[src/rtl/bloom_cmd_frontend.sv]
// rtl/bloom_cmd_frontend.sv - command FIFO and single-outstanding issue FSM
// in front of the bloom filter core, returning one tagged response per command.
module bloom_cmd_frontend #(
  parameter int DEPTH   = 4,
  parameter int TAG_W   = 4,
  parameter int TIMEOUT = 16
) (
  input  logic                       clk,
  input  logic                       rst_n,
  input  logic                       cmd_valid,
  output logic                       cmd_ready,
  input  logic                       cmd_op,
  input  logic [31:0]                cmd_data,
  input  logic [TAG_W-1:0]           cmd_tag,
  output logic                       bf_insert,
  output logic                       bf_query,
  output logic [31:0]                bf_data,
  input  logic                       bf_busy,
  input  logic                       bf_match,
  output logic                       rsp_valid,
  input  logic                       rsp_ready,
  output logic                       rsp_op,
  output logic [TAG_W-1:0]           rsp_tag,
  output logic                       rsp_match,
  output logic                       rsp_err,
  output logic [$clog2(DEPTH):0]     fifo_level
);

  localparam int PTR_W = $clog2(DEPTH);
  localparam int LVL_W = PTR_W + 1;
  localparam int CNT_W = $clog2(TIMEOUT + 1);
  localparam int ENT_W = 1 + 32 + TAG_W;

  typedef enum logic [2:0] {
    S_IDLE,
    S_ISSUE,
    S_WAIT,
    S_DONE,
    S_RESP
  } state_t;

  state_t             state_q, state_d;
  logic [ENT_W-1:0]   mem_q [DEPTH];
  logic [ENT_W-1:0]   mem_d [DEPTH];
  logic [PTR_W-1:0]   wr_ptr_q, wr_ptr_d;
  logic [PTR_W-1:0]   rd_ptr_q, rd_ptr_d;
  logic [LVL_W-1:0]   level_q, level_d;
  logic               op_q, op_d;
  logic [31:0]        data_q, data_d;
  logic [TAG_W-1:0]   tag_q, tag_d;
  logic               acc_q, acc_d;
  logic [CNT_W-1:0]   cnt_q, cnt_d;
  logic               match_q, match_d;
  logic               err_q, err_d;

  logic push;
  logic pop;
  logic timed_out;
  logic [CNT_W-1:0] cnt_inc;

  assign cmd_ready = (level_q != LVL_W'(DEPTH));
  assign push      = cmd_valid && cmd_ready;
  // Popping only from IDLE keeps exactly one command outstanding to the core.
  assign pop       = (state_q == S_IDLE) && (level_q != '0);
  assign timed_out = (cnt_q == CNT_W'(TIMEOUT));
  assign cnt_inc   = timed_out ? cnt_q : cnt_q + CNT_W'(1);

  always_comb begin
    mem_d    = mem_q;
    wr_ptr_d = wr_ptr_q;
    rd_ptr_d = rd_ptr_q;
    level_d  = level_q;
    if (push) begin
      mem_d[wr_ptr_q] = {cmd_op, cmd_data, cmd_tag};
      wr_ptr_d        = wr_ptr_q + PTR_W'(1);
    end
    if (pop) begin
      rd_ptr_d = rd_ptr_q + PTR_W'(1);
    end
    case ({push, pop})
      2'b10:   level_d = level_q + LVL_W'(1);
      2'b01:   level_d = level_q - LVL_W'(1);
      default: level_d = level_q;
    endcase
  end

  always_comb begin
    state_d = state_q;
    op_d    = op_q;
    data_d  = data_q;
    tag_d   = tag_q;
    acc_d   = acc_q;
    cnt_d   = cnt_q;
    match_d = match_q;
    err_d   = err_q;
    case (state_q)
      S_IDLE: begin
        if (pop) begin
          {op_d, data_d, tag_d} = mem_q[rd_ptr_q];
          state_d = S_ISSUE;
        end
      end
      S_ISSUE: begin
        acc_d   = 1'b0;
        cnt_d   = '0;
        state_d = S_WAIT;
      end
      S_WAIT: begin
        cnt_d = cnt_inc;
        if (timed_out) begin
          match_d = 1'b0;
          err_d   = 1'b1;
          state_d = S_RESP;
        end else if (bf_busy) begin
          state_d = S_DONE;
        end
      end
      S_DONE: begin
        cnt_d = cnt_inc;
        if (op_q) begin
          acc_d = acc_q | bf_match;
        end
        // Timeout wins over a core that finishes in the same cycle.
        if (timed_out) begin
          match_d = 1'b0;
          err_d   = 1'b1;
          state_d = S_RESP;
        end else if (!bf_busy) begin
          match_d = acc_q & op_q;
          err_d   = 1'b0;
          state_d = S_RESP;
        end
      end
      S_RESP: begin
        if (rsp_ready) begin
          state_d = S_IDLE;
        end
      end
      default: state_d = S_IDLE;
    endcase
  end

  always_ff @(posedge clk or negedge rst_n) begin
    if (!rst_n) begin
      state_q  <= S_IDLE;
      for (int i = 0; i < DEPTH; i++) begin
        mem_q[i] <= '0;
      end
      wr_ptr_q <= '0;
      rd_ptr_q <= '0;
      level_q  <= '0;
      op_q     <= 1'b0;
      data_q   <= '0;
      tag_q    <= '0;
      acc_q    <= 1'b0;
      cnt_q    <= '0;
      match_q  <= 1'b0;
      err_q    <= 1'b0;
    end else begin
      state_q  <= state_d;
      mem_q    <= mem_d;
      wr_ptr_q <= wr_ptr_d;
      rd_ptr_q <= rd_ptr_d;
      level_q  <= level_d;
      op_q     <= op_d;
      data_q   <= data_d;
      tag_q    <= tag_d;
      acc_q    <= acc_d;
      cnt_q    <= cnt_d;
      match_q  <= match_d;
      err_q    <= err_d;
    end
  end

  assign bf_insert  = (state_q == S_ISSUE) && !op_q;
  assign bf_query   = (state_q == S_ISSUE) && op_q;
  assign bf_data    = data_q;
  assign rsp_valid  = (state_q == S_RESP);
  assign rsp_op     = op_q;
  assign rsp_tag    = tag_q;
  assign rsp_match  = match_q;
  assign rsp_err    = err_q;
  assign fifo_level = level_q;

endmodule

[config.mk]
export PLATFORM = sky130hd
export DESIGN_NAME = bloom_cmd_frontend
export DESIGN_NICKNAME = d
export VERILOG_FILES = /design/src/rtl/bloom_cmd_frontend.sv
export SDC_FILE = /design/constraint.sdc
export NUM_CORES = 1
export LEC_CHECK = 0
export CORE_UTILIZATION = 30
export CTS_CLUSTER_SIZE = 28
export DETAILED_ROUTE_END_ITERATION = 16
export MAX_ROUTING_LAYER = met4
export PLACE_DENSITY_LB_ADDON = 0.08
export SLEW_MARGIN = 40
export SYNTH_ARGS = -nofsm -noshare
export SYNTH_HDL_FRONTEND = slang
export SYNTH_SLANG_ARGS = --single-unit
[constraint.sdc]
create_clock -name clk -period 4.64 [get_ports clk]
set_input_delay 0.928 -clock clk [delete_from_list [all_inputs] [get_ports clk]]
set_output_delay 0.928 -clock clk [all_outputs]
set_load 0.03 [all_outputs]
==> results of run 1 <==
-- state kept, by name, summed over array words and instances, names as in the netlist --
signal      cells
mem_q         148
rsp_match       1
fifo_level      3
bf_data        32
acc_q           1
wr_ptr_q        2
cnt_q           5
state_q         3
rd_ptr_q        2
rsp_err         1
rsp_tag         4
rsp_op          1
-- routing by layer --
layer	GRT usage (%)	share of wire, %	vias up
li1	-	-	2136
met1	17.67	45	2552
met2	21.87	49	81
met3	2.917	3.8	28
met4	3.216	1.8	0
met5	-	0	-
-- power groups by stage --
stage / Sequential (W) / Clock (W) / Combinational, W
CTS: 0.00328 / 0.00215 / 0.00351
finish: 0.00325 / 0.00209 / 0.00342
global route: 0.00340 / 0.00225 / 0.00369
floorplan: 0.00339 / 0 / 0.00238
global placement: 0.00331 / 0 / 0.00334
detailed placement: 0.00330 / 0 / 0.00351
-- through the flow --
stage	instance area [um^2]	worst slack (ns)	utilization, %	cells	hold slack (ns)
2_1_floorplan	8859	2.261	-	526	0.4587
3_3_place_gp	9980	1.568	34.58	975	0.4683
3_5_place_dp	10020	1.527	34.71	976	0.4774
4_1_cts	10900	1.137	37.77	1020	0.4231
5_1_grt	10900	0.9832	37.78	1021	0.4127
6_report	10900	1.192	37.78	1021	0.3791
-- cell type report --
class	count	area (um^2)
multi-input cells	287	3467
diodes	1	2.502
clock inverters	10	203.9
well taps	384	480.5
inverters	8	30.03
fillers	2728	17960
flip-flops and latches	203	5085
clock buffers	34	679.4
repair buffers	94	953.4
-- logic make-up (layout without fill, tap and decap cells) --
logic type               after synthesis  count (layout)
AND/OR/NAND/NOR                       35              35
other                                  0               1
XOR/XNOR                               6               6
flip-flops                           203             203
adder cells (fa/ha/maj)                8               8
AO/OA/AOI/OAI                         11              11
buffers and inverters                 36             146
multiplexers                         227             227
-- worst max-delay path: stages, from the launching register on --
cell             delay, ns
dfrtp_1               0.52
nor3b_1               0.61
and2_1                0.22
clkdlybuf4s50_1       0.67
-- worst max-delay path by stage --
stage | depth (start not counted) | start | slack (ns) | endpoint
2_1_floorplan | 3 | state_q[0] | 2.26 | bf_insert
3_3_place_gp | 3 | cmd_valid | 1.57 | mem_q[37]
3_5_place_dp | 3 | cmd_valid | 1.53 | mem_q[39]
4_1_cts | 3 | state_q[0] | 1.14 | bf_query
5_1_grt | 3 | state_q[0] | 0.98 | bf_query
6_report | 3 | state_q[0] | 1.19 | bf_query
-- cells in the final DEF (no fill, tap or decap), drive strengths merged --
master	Yosys	layout
ha	7	7
buf	25	6
o21ai	4	4
nand3b	1	1
inv	8	8
nand4bb	1	1
a21oi	3	3
clkdlybuf4s50	0	87
nor3	3	3
mux4	37	37
nor2b	2	2
o41ai	1	1
o2bb2ai	1	1
and2	1	1
dfrtp	203	203
nor2	4	4
clkbuf	3	35
nand3	7	7
nor3b	1	1
xor2	4	4
mux2	187	187
bufinv	0	6
clkinv	0	4
or3	3	3
or3b	3	3
a22o	1	1
fa	1	1
xnor2	2	2
nor4	1	1
nor4bb	1	1
mux2i	3	3
nand2	7	7
a41oi	1	1
diode	0	1
==> flow_metrics.tcl, run 1 <==
set metrics [dict create \
    yosysSeqAreaShare_pct 57.34 \
    clkLatencyLatePin_ns 0.51 \
    rr_endpoint "fifo_level[2]" \
    cts_tree "yes" \
    powerDensity_nw_per_um2 803.8 \
    clockBufferDepth 3 \
    cell_internal_pwr_w 0.005998 \
    worstPathArrival_ns 2.52 \
    p_switching_w 0.002765 \
    synth_top_family_by_area "multiplexers" \
    rsz0062_at_grt "no" \
    critPathCaptureType "output port" \
    syn_inst 526 \
    synth_compound_area_share_pct 0.7910 \
    vias 4797 \
    r2r_cells 8 \
    yosys.area.top_type_share_pct 57.34 \
    swShare_pct 31.55 \
    die_height_um 173.8 \
    startpoint_type "flip-flop" \
    outcome "completed" \
    hold_viol 0 \
    required_ns 3.71 \
    routedWlPerCell_um 18.74 \
    synth_mux_area_share_pct 33.52 \
    drv_cap 0 \
    synth_area_per_cell_um2 16.84 \
    post-route-period-util_pct 74.31 \
    finalClockSkew_ns 0.01356 \
    ant_nets 0 \
    combPwrFrac_pct 39.0 \
    wirelength_mm 19.14 \
    synth.largest_area_cell "dfrtp_1" \
    p_leak_nw 4.497 \
    final_max_slew_viol_count 0 \
    clock_sinks 203 \
    setup_viol 0 \
    synth-main-ff-cell "dfrtp_1" \
    rows 62 \
    total_power_w 0.008763 \
    gp_congestion 0.7112 \
    first_pass_iters 4 \
    numCtsBuffers 24 \
    drive_above_1_share_pct 42.30 \
    postCtsSetupRepairBufs 0 \
    async_flop_share_pct 100.0 \
    worstSetupPathType "reg -> out" \
    r2r_slack_ns 2.23 \
    nets 669 \
    worstPathMaxFanout 9 \
    cts-resized-gates 0 \
    clockPowerShare_pct 23.8 \
    hold_class "in -> async" \
    synth_edf_count 0 \
    core-area_um2 28860 \
    antenna_found_initial 1 \
    root_buffer "clkbuf_16" \
    globalRouteTotalUtil_pct 13.66 \
    start_util_pct 30.70 \
    grt_pass1_vias 5355 \
    die_x_um 173.8 \
    synth_common_cells "dfrtp_1 (203), mux2_2 (179), mux4_2 (37), buf_8 (12)" \
    netlist_area_um2 8858 \
    yosys.area_share.simple_pct 2.867 \
    drc 0 \
    hold_buffers 0 \
    synth_most_common_cell "dfrtp_1" \
    fin_crit_ns 3.448 \
    synth_area_leaders "dfrtp_1 (57%), mux2_2 (23%), mux4_2 (9.4%)" \
    reg2reg_from "fifo_level[1]" \
    io_pins 89 \
    fmax_ghz 0.2900 \
    tightestPinTransition_ns 0.7567 \
    htree_levels 1 \
    setup_tns_ns 0 \
    synth-seq-cells 203 \
    grt_pass1_wl_mm 31.18 \
    pwr-share-seq_pct 37.1 \
    drt_iter0_drc 153 \
    synth_fa_ha_area_share_pct 1.215 \
    port_buffers 88 \
    area_growth_pct 23.06 \
    syn-num-nets 577 \
    ir_worst_vdd_mv 0.3788 \
    yosysUniqueCellTypes 37 \
    clk_pin_slew_worst_paths_ns 0.05 \
    yosysWarnings 0 \
    maxSlewHeadroom_pct 49.55 \
    vias_per_cell 4.698 \
    grt_start_max_net_pins 117 \
    die_area_um2 30220 \
    overflow 0 \
    hpwl_mm 11.51 \
    synth_xor_xnor_area_share_pct 0.5932 \
]
No activity file was read; power rests on OpenSTA's default activity.
==> run 2: changes to the inputs <==
Clock period 4.64 ns to 3.11 ns, I/O delays scaled along.
==> run 2 against run 1 <==
Sequential power is 50% higher. Sequential cell count unchanged. Combinational power up 53%. Clock-buffer cell count rose by 4. Non-clock buffer count up 8. Hold slack worse by 0.21 ns. Setup slack got worse by 1.1 ns. Die area did not move. Largest cell class unchanged. Largest power group unchanged.
==> flow_metrics.tcl, run 2 (synthesis gave the netlist of run 1 again) <==
set metrics [dict create \
    tightestPinTransition_ns 0.7125 \
    vias 4782 \
    cpLargestDelayFamily "buffers and inverters" \
    startpoint_type "flip-flop" \
    seq_area_um2 5085 \
    clk_pin_slew_worst_paths_ns 0.06 \
    die_area_um2 30220 \
    largest_reg_flops 148 \
    post-route-period-util_pct 95.68 \
    dp.cells 984 \
    core-area_um2 28860 \
    antenna_found_initial 1 \
    clock_sinks 203 \
    wirelength_mm 19.62 \
    hold_buffers 0 \
    die_height_um 173.8 \
    maxSlewHeadroom_pct 52.50 \
    rows 62 \
    drc 0 \
    setup_viol 0 \
    finalClockSkew_ns 0.009967 \
    ant_nets 0 \
    clkLatencyLatePin_ns 0.51 \
    critPathCaptureType "output port" \
    grt_pass1_wl_mm 31.84 \
    clockBufferDepth 3 \
    hold_viol 0 \
    outcome "completed" \
    final_max_slew_viol_count 0 \
    overflow 0 \
    first_pass_iters 4 \
    area_growth_pct 22.95 \
    worstPathMaxFanout 9 \
    layout_commonest_cell "dfrtp_1" \
    worstPathArrival_ns 2.35 \
    total_power_w 0.01274 \
    rsz0062_at_grt "no" \
    fin_crit_ns 2.976 \
    drt_iter0_drc 115 \
    grt_start_max_net_pins 83 \
    numCtsBuffers 25 \
    layoutNonFillerInstCount 1026 \
    cts_tree "yes" \
    vias_per_cell 4.661 \
    crit_chain "or3b_2 > nor2_1 > clkdlybuf4s50_1" \
    postCtsSetupRepairBufs 0 \
    hpwl_mm 12.16 \
    powerDensity_nw_per_um2 1170 \
    globalRouteTotalUtil_pct 13.97 \
    setup_tns_ns 0 \
    ir_worst_vdd_mv 0.4191 \
    htree_levels 1 \
    final_cell_mix "dfrtp_1 (201), mux2_2 (179), clkdlybuf4s50_1 (87)" \
    grt_pass1_vias 5498 \
    slowest_delay_ns 0.68 \
    fmax_ghz 0.3361 \
    nets 678 \
    routedWlPerCell_um 19.12 \
    crit_slowest_cell "clkdlybuf4s50_1" \
    root_buffer "clkbuf_16" \
    drv_cap 0 \
    io_pins 89 \
    worstSetupPathType "reg -> out" \
    die_x_um 173.8 \
    gp_congestion 0.7204 \
    fillers 2711 \
    start_util_pct 30.70 \
    required_ns 2.49 \
    cts-resized-gates 0 \
    p_leak_nw 4.497 \
    drive_above_1_share_pct 42.43 \
    hold_class "in -> async" \
    port_buffers 88 \
    critPathBufInv 1 \
    regMostFlops "mem_q" \
    multiInputGateArea_um2 3462 \
]
## run 2: layout make-up
class	instances	share of cell area, %
Clock inverter	3	0.1608
Timing Repair Buffer	102	10.01
Sequential cell	203	46.69
Clock buffer	38	6.651
Multi-Input combinational cell	287	31.79
Antenna cell	1	0.02298
Tap cell	384	4.411
Inverter	8	0.2757
## run 2: path summary, 6_finish.rpt
kind | startpoint | endpoint | slack, ns | cells past startpoint
max in group asynchronous | rst_n | mem_q[34] | 2.14 | 2
min | rst_n | bf_data[4] | 0.17 | 1
min in group clk | rsp_match | rsp_match | 0.49 | 1
min reg2reg | rsp_match | rsp_match | 0.49 | 1
max reg2reg | fifo_level[0] | fifo_level[2] | 0.64 | 10
max | state_q[0] | bf_insert | 0.13 | 3
## run 2: stage by stage
| step | utilization [%] | area, um^2 | hold slack, ns | setup slack (ns) |
|---|---|---|---|---|
| CTS | 37.73 | 10890 | 0.1915 | 0.09488 |
| floorplan | - | 8859 | 0.3264 | 0.8293 |
| detailed placement | 35.16 | 10150 | 0.4834 | 0.4611 |
| global route | 37.74 | 10890 | 0.2157 | 0.04106 |
| global placement | 35.02 | 10110 | 0.4694 | 0.5161 |
| finish | 37.74 | 10890 | 0.1699 | 0.1344 |
## run 2: routing by layer
metal / GRT usage, % / part of all wire (%)
met1: 18.28 / 46
met2: 22.03 / 47
met3: 2.961 / 4.9
met4: 3.582 / 1.9
met5: - / 0
## run 2: power breakdown
part / internal [W] / total, W / switching [W] / leakage (nW)
clock: 0.00158 / 0.00264 / 0.00106 / 0.361
combinational: 0.00301 / 0.00524 / 0.00223 / 1.71
sequential: 0.00402 / 0.00486 / 0.000840 / 2.42
total: 0.00861 / 0.0127 / 0.00412 / 4.50
==> run 3: changes to the inputs <==
Settings changed: CORE_UTILIZATION 30 to 40, MAX_ROUTING_LAYER met4 to default.
==> run 3 against run 2 <==
Cell count is 11% lower. Routed wire length fell by 10%. First-iteration DRC count shrank 13%. Sequential share of layout area grew 1.1 points. Maximum frequency is 0.16% lower. Combinational power decreased by 3%. Non-clock buffer count decreased by 3. Power fell by 2.6%. Hold slack better by 0.011 ns. Design area is 2.3% lower. Critical path depth stayed put. Global-route usage grew 2.4 points. Largest power group unchanged.
==> flow_metrics.tcl, run 3 (synthesis gave the netlist of run 1 again) <==
set metrics [dict create \
    hold_class "in -> async" \
    vias_per_cell 5.176 \
    startpoint_type "flip-flop" \
    rsz0062_at_grt "no" \
    fmax_ghz 0.3355 \
    powerDensity_nw_per_um2 1167 \
    p_leak_nw 4.436 \
    nets 673 \
    post-route-period-util_pct 95.83 \
    grt_busiest_layer "met2" \
    grt_pass1_vias 5174 \
    io_pins 89 \
    drive_above_1_share_pct 41.80 \
    clock_sinks 203 \
    ant_nets 0 \
    cts-resized-gates 0 \
    rows 54 \
    critPathCaptureType "output port" \
    hpwl_mm 10.50 \
    hold_buffers 0 \
    core-area_um2 21760 \
    die_height_um 150.8 \
    wirelength_mm 17.63 \
    fin_crit_ns 2.980 \
    antennaDiodeCount 0 \
    setup_viol 0 \
    gp_congestion 0.7451 \
    total_power_w 0.01241 \
    vias 4731 \
    worstPathArrival_ns 2.36 \
    drc 0 \
    worstSetupPathType "reg -> out" \
    die_x_um 150.8 \
    globalRouteTotalUtil_pct 16.38 \
    ir_worst_vdd_mv 0.6590 \
    drv_cap 0 \
    hold_viol 0 \
    clockBufferDepth 3 \
    worstPathMaxFanout 9 \
    grtUsageMet2_pct 28.10 \
    setup_tns_ns 0 \
    grt_start_max_net_pins 90 \
    die_area_um2 22750 \
    port_buffers 88 \
    first_pass_iters 4 \
    final_cell_mix "dfrtp_1 (201), mux2_2 (179), clkdlybuf4s50_1 (87)" \
    start_util_pct 40.72 \
    layout_commonest_cell "dfrtp_1" \
    largest_reg_flops 148 \
    cts_tree "yes" \
    use_met1_pct 21.38 \
    postCtsSetupRepairBufs 0 \
    drt_iter0_drc 100 \
    final_max_slew_viol_count 0 \
    whs_ns 0.1813 \
    tightestPinTransition_ns 0.7410 \
    grt_use_met3_pct 2.801 \
    required_ns 2.49 \
    routedWlPerCell_um 19.28 \
    root_buffer "clkbuf_16" \
    finalClockSkew_ns 0.01155 \
    r2r_cells 8 \
    maxSlewHeadroom_pct 50.60 \
    htree_levels 1 \
    grt_pass1_wl_mm 28.58 \
    overflow 0 \
    area_growth_pct 20.11 \
    clk_pin_slew_worst_paths_ns 0.05 \
    antenna_found_initial 0 \
    clkLatencyLatePin_ns 0.50 \
    regMostFlops "mem_q" \
    numCtsBuffers 23 \
    outcome "completed" \
]
run 3: cell count changes in the layout (fill, tap and decap cells not counted):
| cell | change |
|---|---|
| buf_12 | -3 |
| clkinvlp_4 | -1 |
| inv_6 | +1 |
| clkbuf_16 | -2 |
| clkinv_2 | -2 |
| diode_2 | -1 |
run 3: final cells by class:
cell class,count,area [um^2]
sequential,203,5085
multi-input combinational,287,3462
fill,1872,11120
clock buffer,36,674.4
inverter,8,30.03
clock inverter,1,8.758
tap,280,350.3
timing repair buffer,99,1030
run 3: final timing paths:
kind                               startpoint             to  slack (ns)
worst min register to register      mem_q[42]      mem_q[42]        0.49
worst min-delay path                    rst_n      mem_q[86]        0.18
min in group clk                    mem_q[42]      mem_q[42]        0.49
worst max register to register  fifo_level[1]  fifo_level[2]        0.75
max in group asynchronous               rst_n       cnt_q[3]        2.17
worst max-delay path               state_q[0]      bf_insert        0.13
run 3: metal layers:
layer	part of all wire, %	vias to the layer above
li1	-	2130
met1	44	2494
met2	50	82
met3	3.9	25
met4	1.6	0
met5	0	-
run 3: per-stage QoR:
stage | instance area, um^2 | worst slack (ns) | util (%) | std cells
after floorplan | 8859 | 0.8293 | - | 526
after global placement | 9957 | 0.4279 | 45.77 | 877
after detailed placement | 9957 | 0.4292 | 45.77 | 877
after CTS | 10640 | 0.1043 | 48.91 | 914
after global routing | 10640 | 0.007987 | 48.91 | 914
final | 10640 | 0.1297 | 48.91 | 914
run 3: worst max-delay path, cell delays in order, from the launching register on:
cell and delay, ns:
dfrtp_1 0.51, or3b_2 0.53, nor2_1 0.13, clkdlybuf4s50_1 0.68
run 3: power by group:
| part | switching (W) | total, W | internal, W |
|---|---|---|---|
| Combinational | 0.00211 | 0.00506 | 0.00295 |
| Clock | 0.00100 | 0.00248 | 0.00147 |
| Sequential | 0.000858 | 0.00488 | 0.00402 |
